[src/rtl/alu_seq_if.sv]
// Request/response bundle for alu_seq: operand request handshake on one side,
// registered result handshake on the other, plus the multiply-busy flag.
interface alu_seq_if #(
   parameter int WIDTH = 32
);
   logic             in_valid_i;
   logic             in_ready_o;
   logic [WIDTH-1:0] data1_i;
   logic [WIDTH-1:0] data2_i;
   logic [2:0]       ALUCtrl_i;
   logic             out_valid_o;
   logic             out_ready_i;
   logic [WIDTH-1:0] data_o;
   logic             Zero_o;
   logic             busy_o;

   modport master (
      output in_valid_i, data1_i, data2_i, ALUCtrl_i, out_ready_i,
      input  in_ready_o, out_valid_o, data_o, Zero_o, busy_o
   );

   modport slave (
      input  in_valid_i, data1_i, data2_i, ALUCtrl_i, out_ready_i,
      output in_ready_o, out_valid_o, data_o, Zero_o, busy_o
   );
endinterface

[src/rtl/alu_seq.sv]
// Handshaked ALU with a registered result and an iterative shift-add multiplier
// consuming MUL_STEP multiplier bits per cycle.
module alu_seq #(
   parameter int WIDTH    = 32,
   parameter int MUL_STEP = 1
) (
   input  logic     clk_i,
   input  logic     rst_n_i,
   alu_seq_if.slave bus
);
   localparam int N  = WIDTH / MUL_STEP;
   localparam int CW = $clog2(N + 1);

   localparam logic [2:0] OP_SUM = 3'b001;
   localparam logic [2:0] OP_SUB = 3'b010;
   localparam logic [2:0] OP_AND = 3'b011;
   localparam logic [2:0] OP_OR  = 3'b100;
   localparam logic [2:0] OP_XOR = 3'b101;
   localparam logic [2:0] OP_MUL = 3'b110;

   typedef enum logic {IDLE, MUL} state_t;

   state_t           state_reg, state_next;
   logic [CW-1:0]    count_reg;
   logic [WIDTH-1:0] acc_reg;
   logic [WIDTH-1:0] a_reg;
   logic [WIDTH-1:0] b_reg;
   logic [WIDTH-1:0] data_reg;
   logic             eq_reg;
   logic             zero_reg;
   logic             out_valid_reg;

   logic             in_ready;
   logic             busy;
   logic             accept;
   logic             accept_mul;
   logic             last_step;
   logic [WIDTH-1:0] alu_result;
   logic [WIDTH-1:0] step_sum;
   logic [WIDTH-1:0] partial [MUL_STEP];

   assign accept     = bus.in_valid_i && in_ready;
   assign accept_mul = accept && (bus.ALUCtrl_i == OP_MUL);
   assign last_step  = (count_reg == CW'(1));

   always_comb begin
      alu_result = bus.data1_i;
      case (bus.ALUCtrl_i)
         OP_SUM:  alu_result = bus.data1_i + bus.data2_i;
         OP_SUB:  alu_result = bus.data1_i - bus.data2_i;
         OP_AND:  alu_result = bus.data1_i & bus.data2_i;
         OP_OR:   alu_result = bus.data1_i | bus.data2_i;
         OP_XOR:  alu_result = bus.data1_i ^ bus.data2_i;
         default: alu_result = bus.data1_i;
      endcase
   end

   // a_reg already carries the shift of all previously consumed steps, so each
   // partial product only needs the in-step bit offset gi.
   for (genvar gi = 0; gi < MUL_STEP; gi++) begin : g_pp
      assign partial[gi] = b_reg[gi] ? (a_reg << gi) : '0;
   end

   always_comb begin
      step_sum = acc_reg;
      for (int i = 0; i < MUL_STEP; i++) begin
         step_sum = step_sum + partial[i];
      end
   end

   always_ff @(posedge clk_i) begin
      if (!rst_n_i) begin
         state_reg <= IDLE;
      end else begin
         state_reg <= state_next;
      end
   end

   always_comb begin
      state_next = state_reg;
      case (state_reg)
         IDLE:    if (accept_mul) state_next = MUL;
         MUL:     if (last_step)  state_next = IDLE;
         default: state_next = IDLE;
      endcase
   end

   always_comb begin
      busy     = (state_reg == MUL);
      in_ready = (state_reg == IDLE) && (!out_valid_reg || bus.out_ready_i);
   end

   always_ff @(posedge clk_i) begin
      if (!rst_n_i) begin
         count_reg     <= '0;
         acc_reg       <= '0;
         a_reg         <= '0;
         b_reg         <= '0;
         eq_reg        <= 1'b0;
         data_reg      <= '0;
         zero_reg      <= 1'b0;
         out_valid_reg <= 1'b0;
      end else if (state_reg == MUL) begin
         acc_reg   <= step_sum;
         a_reg     <= a_reg << MUL_STEP;
         b_reg     <= b_reg >> MUL_STEP;
         count_reg <= count_reg - CW'(1);
         if (last_step) begin
            data_reg      <= step_sum;
            zero_reg      <= eq_reg;
            out_valid_reg <= 1'b1;
         end
      end else if (accept) begin
         eq_reg <= (bus.data1_i == bus.data2_i);
         if (accept_mul) begin
            // The output register is emptied here, so completion never collides
            // with a held result.
            a_reg         <= bus.data1_i;
            b_reg         <= bus.data2_i;
            acc_reg       <= '0;
            count_reg     <= CW'(N);
            out_valid_reg <= 1'b0;
         end else begin
            data_reg      <= alu_result;
            zero_reg      <= (bus.data1_i == bus.data2_i);
            out_valid_reg <= 1'b1;
         end
      end else if (bus.out_ready_i) begin
         out_valid_reg <= 1'b0;
      end
   end

   assign bus.in_ready_o  = in_ready;
   assign bus.out_valid_o = out_valid_reg;
   assign bus.data_o      = data_reg;
   assign bus.Zero_o      = zero_reg;
   assign bus.busy_o      = busy;
endmodule

[src/flat_wrapper.sv]
// flat-port wrapper written by rule: the top's interface ports become plain ports
module alu_seq_flat 
#(
   parameter int WIDTH    = 32,
   parameter int MUL_STEP = 1
)
  (clk_i, rst_n_i, bus_in_valid_i, bus_data1_i, bus_data2_i, bus_ALUCtrl_i, bus_out_ready_i, bus_in_ready_o, bus_out_valid_o, bus_data_o, bus_Zero_o, bus_busy_o);
  alu_seq_if #(.WIDTH(WIDTH)) bus_i ();
  input  logic clk_i;
  input  logic rst_n_i;
  input wire logic [$bits(bus_i.in_valid_i)-1:0] bus_in_valid_i;
  input wire logic [$bits(bus_i.data1_i)-1:0] bus_data1_i;
  input wire logic [$bits(bus_i.data2_i)-1:0] bus_data2_i;
  input wire logic [$bits(bus_i.ALUCtrl_i)-1:0] bus_ALUCtrl_i;
  input wire logic [$bits(bus_i.out_ready_i)-1:0] bus_out_ready_i;
  output wire logic [$bits(bus_i.in_ready_o)-1:0] bus_in_ready_o;
  output wire logic [$bits(bus_i.out_valid_o)-1:0] bus_out_valid_o;
  output wire logic [$bits(bus_i.data_o)-1:0] bus_data_o;
  output wire logic [$bits(bus_i.Zero_o)-1:0] bus_Zero_o;
  output wire logic [$bits(bus_i.busy_o)-1:0] bus_busy_o;
  assign bus_i.in_valid_i = bus_in_valid_i;
  assign bus_i.data1_i = bus_data1_i;
  assign bus_i.data2_i = bus_data2_i;
  assign bus_i.ALUCtrl_i = bus_ALUCtrl_i;
  assign bus_i.out_ready_i = bus_out_ready_i;
  assign bus_in_ready_o = bus_i.in_ready_o;
  assign bus_out_valid_o = bus_i.out_valid_o;
  assign bus_data_o = bus_i.data_o;
  assign bus_Zero_o = bus_i.Zero_o;
  assign bus_busy_o = bus_i.busy_o;
  alu_seq #(.WIDTH(WIDTH), .MUL_STEP(MUL_STEP)) u_core (.clk_i(clk_i), .rst_n_i(rst_n_i), .bus(bus_i));
endmodule
[config.mk]
export PLATFORM = sky130hd
export DESIGN_NAME = alu_seq_flat
export DESIGN_NICKNAME = d
export VERILOG_FILES = /design/src/rtl/alu_seq_if.sv /design/src/rtl/alu_seq.sv /design/src/flat_wrapper.sv
export SDC_FILE = /design/constraint.sdc
export NUM_CORES = 1
export LEC_CHECK = 0
export CORE_ASPECT_RATIO = 0.8
export CORE_MARGIN = 2
export CORE_UTILIZATION = 45
export CTS_CLUSTER_DIAMETER = 200
export CTS_CLUSTER_SIZE = 20
export DETAILED_ROUTE_END_ITERATION = 10
export PLACE_DENSITY = 0.72
export SYNTH_ARGS = -nofsm -noshare
export SYNTH_HDL_FRONTEND = slang
export SYNTH_SLANG_ARGS = --single-unit
[constraint.sdc]
create_clock -name clk_i -period 3.3 [get_ports clk_i]
set_input_delay 0.66 -clock clk_i [delete_from_list [all_inputs] [get_ports clk_i]]
set_output_delay 0.66 -clock clk_i [all_outputs]
set_load 0.005 [all_outputs]
# Word level (Yosys, flattened, before mapping)

Cells that the tools add are included.
W data, S select, Z words.

Bits in registers: 138
Latch bits: 0
Memory bits (writable): 0
ROM bits: 0
Input bits: 71
Output and inout port bits: 36
Word-level logic and storage cells: 74
Memories: 0

Add/sub/neg operators: 4
$mul: 0
Divide/modulo/power cells: 0
Magnitude comparators: 0
Eq/ne operators: 10
Shift-type cells: 0
Muxes and demuxes: 30
Bitwise logic cells: 5
Reduce and logical (&&, ||, !) cells: 14

Operator list:

| kind                  | count |
|---|---|
| $mux W32              | 11 |
| $pmux W32 S5          | 1 |
| $mux W31              | 3 |
| $add A32 B32 Y32      | 2 |
| $and A32 B32 Y32      | 1 |
| $eq A32 B32 Y1        | 1 |
| $or A32 B32 Y32       | 1 |
| $sub A32 B32 Y32      | 1 |
| $xor A32 B32 Y32      | 1 |
| $mux W6               | 3 |
| $mux W1               | 11 |
| $eq A3 B3 Y1 const B  | 3 |
| $reduce_and A2 Y1     | 4 |
| $eq A3 B2 Y1 const B  | 2 |
| $eq A6 B1 Y1 const B  | 1 |
| $sub A6 B1 Y6 const B | 1 |
| $reduce_bool A2 Y1    | 2 |
| $eq A3 B1 Y1 const B  | 1 |
| $logic_and A1 B1 Y1   | 3 |
| $reduce_and A3 Y1     | 1 |
| $reduce_bool A3 Y1    | 1 |
| $ne A2 B1 Y1 const B  | 1 |
| $ne A2 B2 Y1 const B  | 1 |
| $not A1 Y1            | 2 |
| other kinds (4)       | 4 |

# Longest topological paths before layout

Word-level depth: 8
Gate-level depth with buffers: 14
Mapped depth without buffers: 14

# Least setup slack after synthesis

OpenSTA, ideal clock, no wires.

Path kind: input to register
Start point: input port bus_data2_i[12]
End point: register u_core.data_reg[29] (netlist: u_core.bus.data_o[29])
Library setup time: 0.135 ns
Data arrival time: 3.213 ns
Data required time: 3.165 ns
Slack: -0.049 ns
Stages: 13
Path buffers: 1
Cell sequence: inv_1 -> ha_1 -> buf_2 -> nor4_2 -> nand2_1 -> a211oi_1 -> a2111oi_4 -> o31ai_2 -> a21oi_1 -> o31ai_1 -> mux2_2 -> o221ai_1 -> o2111ai_1

Longest elaborated chain between the ends: 5
Elaborated cells on any way between the ends: 6
Classes of those cells: add/sub (2); mux (4)

Ends and longest elaborated chain:

| item                                                        | RTL line                     | source |
|---|---|---|
| start: declaration                                          | flat_wrapper.sv:13           | `input wire logic [$bits(bus_i.data2_i)-1:0] bus_data2_i;` |
| $sub A32 B32 Y32 / $add A32 B32 Y32 (equally long branches) | alu_seq.sv:50, alu_seq.sv:49 |  |
| $pmux W32 S5 (*)                                            | alu_seq.sv:48                | `case (bus.ALUCtrl_i)` |
| $mux W32 (*)                                                | alu_seq.sv:115               | `if (accept_mul) begin` |
| $mux W32 (*)                                                | alu_seq.sv:113               | `end else if (accept) begin` |
| $mux W32 (*)                                                | alu_seq.sv:103               | `end else if (state_reg == MUL) begin` |
| end signal: assignment                                      | alu_seq.sv:109               | `data_reg <= step_sum;` |
| end signal: assignment                                      | alu_seq.sv:124               | `data_reg <= alu_result;` |
| end: declaration                                            | alu_seq.sv:28                | `logic [WIDTH-1:0] data_reg;` |

Every way passes the cells marked *; elsewhere a longest branch is shown, timed or not. The select of a mux whose other input is x is not followed.
A chain may end at the register's enable or synchronous reset.

# Final worst setup path

Start point: input port bus_data1_i[0]
End point: register u_core.data_reg[18] (netlist: u_core.bus.data_o[18])

Longest elaborated chain between the ends: 5
Elaborated cells on any way between the ends: 6
Classes of those cells: add/sub (2); mux (4)

Ends and longest elaborated chain:

| item                                                        | RTL line                     | source |
|---|---|---|
| start: declaration                                          | flat_wrapper.sv:12           | `input wire logic [$bits(bus_i.data1_i)-1:0] bus_data1_i;` |
| $sub A32 B32 Y32 / $add A32 B32 Y32 (equally long branches) | alu_seq.sv:50, alu_seq.sv:49 |  |
| $pmux W32 S5 (*)                                            | alu_seq.sv:48                |  |
| $mux W32 (*)                                                | alu_seq.sv:115               |  |
| $mux W32 (*)                                                | alu_seq.sv:113               |  |
| $mux W32 (*)                                                | alu_seq.sv:103               |  |

Marked as above.

==> results.yml <==
run_status:
  outcome: "complete, no violations"
global_routing:
  first_global_vias: 14647
  maximum_number_of_pins_on_one_net_before_global_route_repair: 71
  groute.usage.overall_pct: 34.9
  grt_antenna_before_repair: 1
  grt_overflow: 0
  global_route_wire_length_before_repair_um: 80700
setup_path:
  critPathRequiredTime_ps: 3630
  setup.worst_path.start_class: "primary input"
  critPathCaptureType: "flip-flop"
  worst-path-max-fanout: 2
  critical_path_class: "in2reg"
  worst_ep_arrival_time_ps: 3530
sta:
  fmax_mhz: 312
  fin_tns_setup_ps: 0
  setup_violations: 0
  layout_setup_ws_ps: 91.0
  worstMarginPinSlew_ps: 803
  worst_slew_margin_rel_pct: 46.5
  final_critical_delay_including_setup_and_external_delays_ps: 3210
  final_max_slew_viol_count: 0
  finalClockSkew_ps: 12.8
  final.hold.worst_slack_ps: 461
  finalCritPeriodShare_pct: 97.2
  hold_viol_final: 0
detailed_routing:
  vias: 15290
  drt_drc_violations_left: 0
  drt.antenna.violating_nets: 0
  drt-wirelength-per-cell_um: 20.7
  finalWirelength_um: 52600
  drt_first_pass_iters: 6
  routed_via_density: 6.03
  drtIter0Drc: 1461
placement:
  dpl.hpwl_um: 39100
  postPlaceCellArea_um2: 16500
  place_congestion: 0.976
  port_buffers: 106
  place_worst_setup_slack_ps: -1040
clock_network:
  cts_hold_repair.buffers: 0
  cts-htree-levels: 4
  clk_latency_ps: 450
  cts_tree: "yes"
  clk_pin_slew_ps: 70
  cts_buffer_depth: 2
  numCtsBuffers: 17
  cts_num_sinks: 138
  clock_tree.root_cell: "sky130_fd_sc_hd__clkbuf_16"
logic_synthesis:
  synthesis.area_um2: 12800
  syn_inst: 1766
  post_synth_main_area_contributors: "sky130_fd_sc_hd__dfxtp_1 (22%), sky130_fd_sc_hd__ha_1 (13%), sky130_fd_sc_hd__a21oi_1 (8.6%)"
  synthesis.area_per_instance_um2: 7.27
  post_synthesis_register_bit_count: 138
  synth-warning-count: 0
  synth_edf_count: 0
  synth_nets: 1976
  synth_top_area_cell: "sky130_fd_sc_hd__dfxtp_1"
  yosysUniqueCellTypes: 85
  synth_seq_area_share_pct: 21.5
  synth_async_sr_flop_share_pct: 0
  synth_ff_type: "sky130_fd_sc_hd__dfxtp_1"
  yosys.area.top_type_share_pct: 21.5
die:
  floorplan.die.width_um: 193
  initial_core_util_pct: 45.6
  placement_rows: 55
  io_pins: 107
  dieArea_um2: 29900
  floorplan.die.height_um: 155
  floorplan.core_area_um2: 28100
power_and_ir_drop:
  switching_share_pct: 35.9
  ir_drop_mv: 0.412
  leakagePower_nw: 8.04
  p_comb_share_pct: 35.5
  cellInternalPower_w: 0.00382
  sequential_group_share_of_total_power_pct: 30.3
  total_switching_power_w: 0.00214
  totalPowerFinal_w: 0.00596
  cellPowerDensity_nw_per_um2: 328
  share_clk_of_total_power_pct: 34.1
cells_and_area:
  flow.area_growth_from_synthesis_pct: 41.5
  finish.instance_area_um2: 18200
  antenna_cells: 0
  drive_gt1_share_pct: 27.7
  layout.cells.most_common_list: "sky130_fd_sc_hd__buf_4 (365), sky130_fd_sc_hd__a21oi_1 (208), sky130_fd_sc_hd__nand2_1 (199)"
  num-nets-final: 2362
  mostFrequentLayoutCell: "sky130_fd_sc_hd__buf_4"
min_path:
  hold_class: "reg2reg"
job:
  drv.max_cap_violation_count: 0
-- cells by family (layout without fill, tap and decap cells) --
family | after synthesis | after routing | share of synthesized area, %
AO/OA/AOI/OAI | 687 | 687 | 35.6
AND/OR/NAND/NOR | 516 | 516 | 18.6
buffers and inverters | 237 | 636 | 7.14
adder cells (fa/ha/maj) | 139 | 139 | 13.7
flip-flops | 138 | 138 | 21.5
XOR/XNOR | 41 | 41 | 2.80
multiplexers | 8 | 8 | 0.643
-- metal layers --
layer | up-vias | part of all wire, % | track usage (%)
li1 | 7198 | - | -
met1 | 7241 | 41 | 44.6
met4 | 0 | 5.4 | 17.4
met5 | - | 0 | 0
met2 | 700 | 46 | 57.1
met3 | 151 | 7.5 | 5.17
-- metrics by stage --
step                      utilization [%]  std cells
after global routing                 64.6       2535
after global placement               58.7       2459
after detailed placement             58.7       2459
after floorplan                         -       1766
after CTS                            63.2       2521
final                                64.6       2535
-- path summary, 6_finish.rpt --
check	startpoint	end	slack [ps]	cells past startpoint
worst max-delay path	bus_data1_i[0]	u_core.bus.data_o[18]	90	14
worst min-delay path	u_core.acc_reg[14]	u_core.acc_reg[14]	460	2
worst max register to register	u_core.b_reg[0]	u_core.bus.data_o[30]	100	13
worst min register to register	u_core.acc_reg[14]	u_core.acc_reg[14]	460	2
-- power groups by stage --
stage          Sequential, W  Combinational, W  Clock (W)
2_1_floorplan        0.00182          0.000926          0
3_3_place_gp         0.00184           0.00187          0
3_5_place_dp         0.00184           0.00188          0
4_1_cts              0.00180           0.00202    0.00205
5_1_grt              0.00181           0.00227    0.00212
6_report             0.00181           0.00212    0.00204
-- critical path, cell delays in order --
cell                        delay (ps)
sky130_fd_sc_hd__clkbuf_2          120
sky130_fd_sc_hd__ha_2              200
sky130_fd_sc_hd__fa_2              370
sky130_fd_sc_hd__a211oi_2          270
sky130_fd_sc_hd__o21ai_1           120
sky130_fd_sc_hd__o211ai_1          180
sky130_fd_sc_hd__a211oi_2          160
sky130_fd_sc_hd__buf_4             160
sky130_fd_sc_hd__or3_4             360
sky130_fd_sc_hd__a221oi_2          270
sky130_fd_sc_hd__a21oi_1            60
sky130_fd_sc_hd__a2111oi_1         360
sky130_fd_sc_hd__buf_4             180
sky130_fd_sc_hd__o21ai_0            70
-- cells in the mapped netlist, types with 12 or more instances --
| cell type | count |
|---|---|
| sky130_fd_sc_hd__dfxtp_1 | 138 |
| sky130_fd_sc_hd__a211oi_1 | 18 |
| sky130_fd_sc_hd__and2_1 | 37 |
| sky130_fd_sc_hd__a21o_1 | 26 |
| sky130_fd_sc_hd__xor2_1 | 12 |
| sky130_fd_sc_hd__clkbuf_1 | 105 |
| sky130_fd_sc_hd__nand4_1 | 15 |
| sky130_fd_sc_hd__a21oi_1 | 220 |
| sky130_fd_sc_hd__a22oi_1 | 46 |
| sky130_fd_sc_hd__ha_1 | 136 |
| sky130_fd_sc_hd__inv_1 | 111 |
| sky130_fd_sc_hd__nor2_1 | 129 |
| sky130_fd_sc_hd__a31oi_1 | 25 |
| sky130_fd_sc_hd__o21bai_1 | 18 |
| sky130_fd_sc_hd__nor3_1 | 22 |
| sky130_fd_sc_hd__o211ai_1 | 54 |
| sky130_fd_sc_hd__nand3_1 | 32 |
| sky130_fd_sc_hd__nor2b_1 | 16 |
| sky130_fd_sc_hd__nand2_1 | 200 |
| sky130_fd_sc_hd__o21ai_0 | 105 |
| sky130_fd_sc_hd__xnor2_1 | 29 |
| sky130_fd_sc_hd__and3_1 | 14 |
| sky130_fd_sc_hd__o211a_1 | 32 |
| sky130_fd_sc_hd__o22ai_1 | 19 |
| sky130_fd_sc_hd__nand2b_1 | 13 |
| sky130_fd_sc_hd__o221ai_1 | 15 |
-- final cells by class --
type / instances / area, um^2
Sequential cell: 138 / 2770
Fill cell: 2435 / 9970
Multi-Input combinational cell: 1391 / 9960
Timing Repair Buffer: 489 / 3960
Tap cell: 370 / 463
Inverter: 115 / 435
Clock inverter: 15 / 169
Clock buffer: 17 / 425
-- timing repair --
item,in CTS,in global routing
endpoints found under the setup margin,23,31
pin swaps,48,49
setup buffers,30,15
resized for setup,148,113
(Power assumes the default switching activity.)
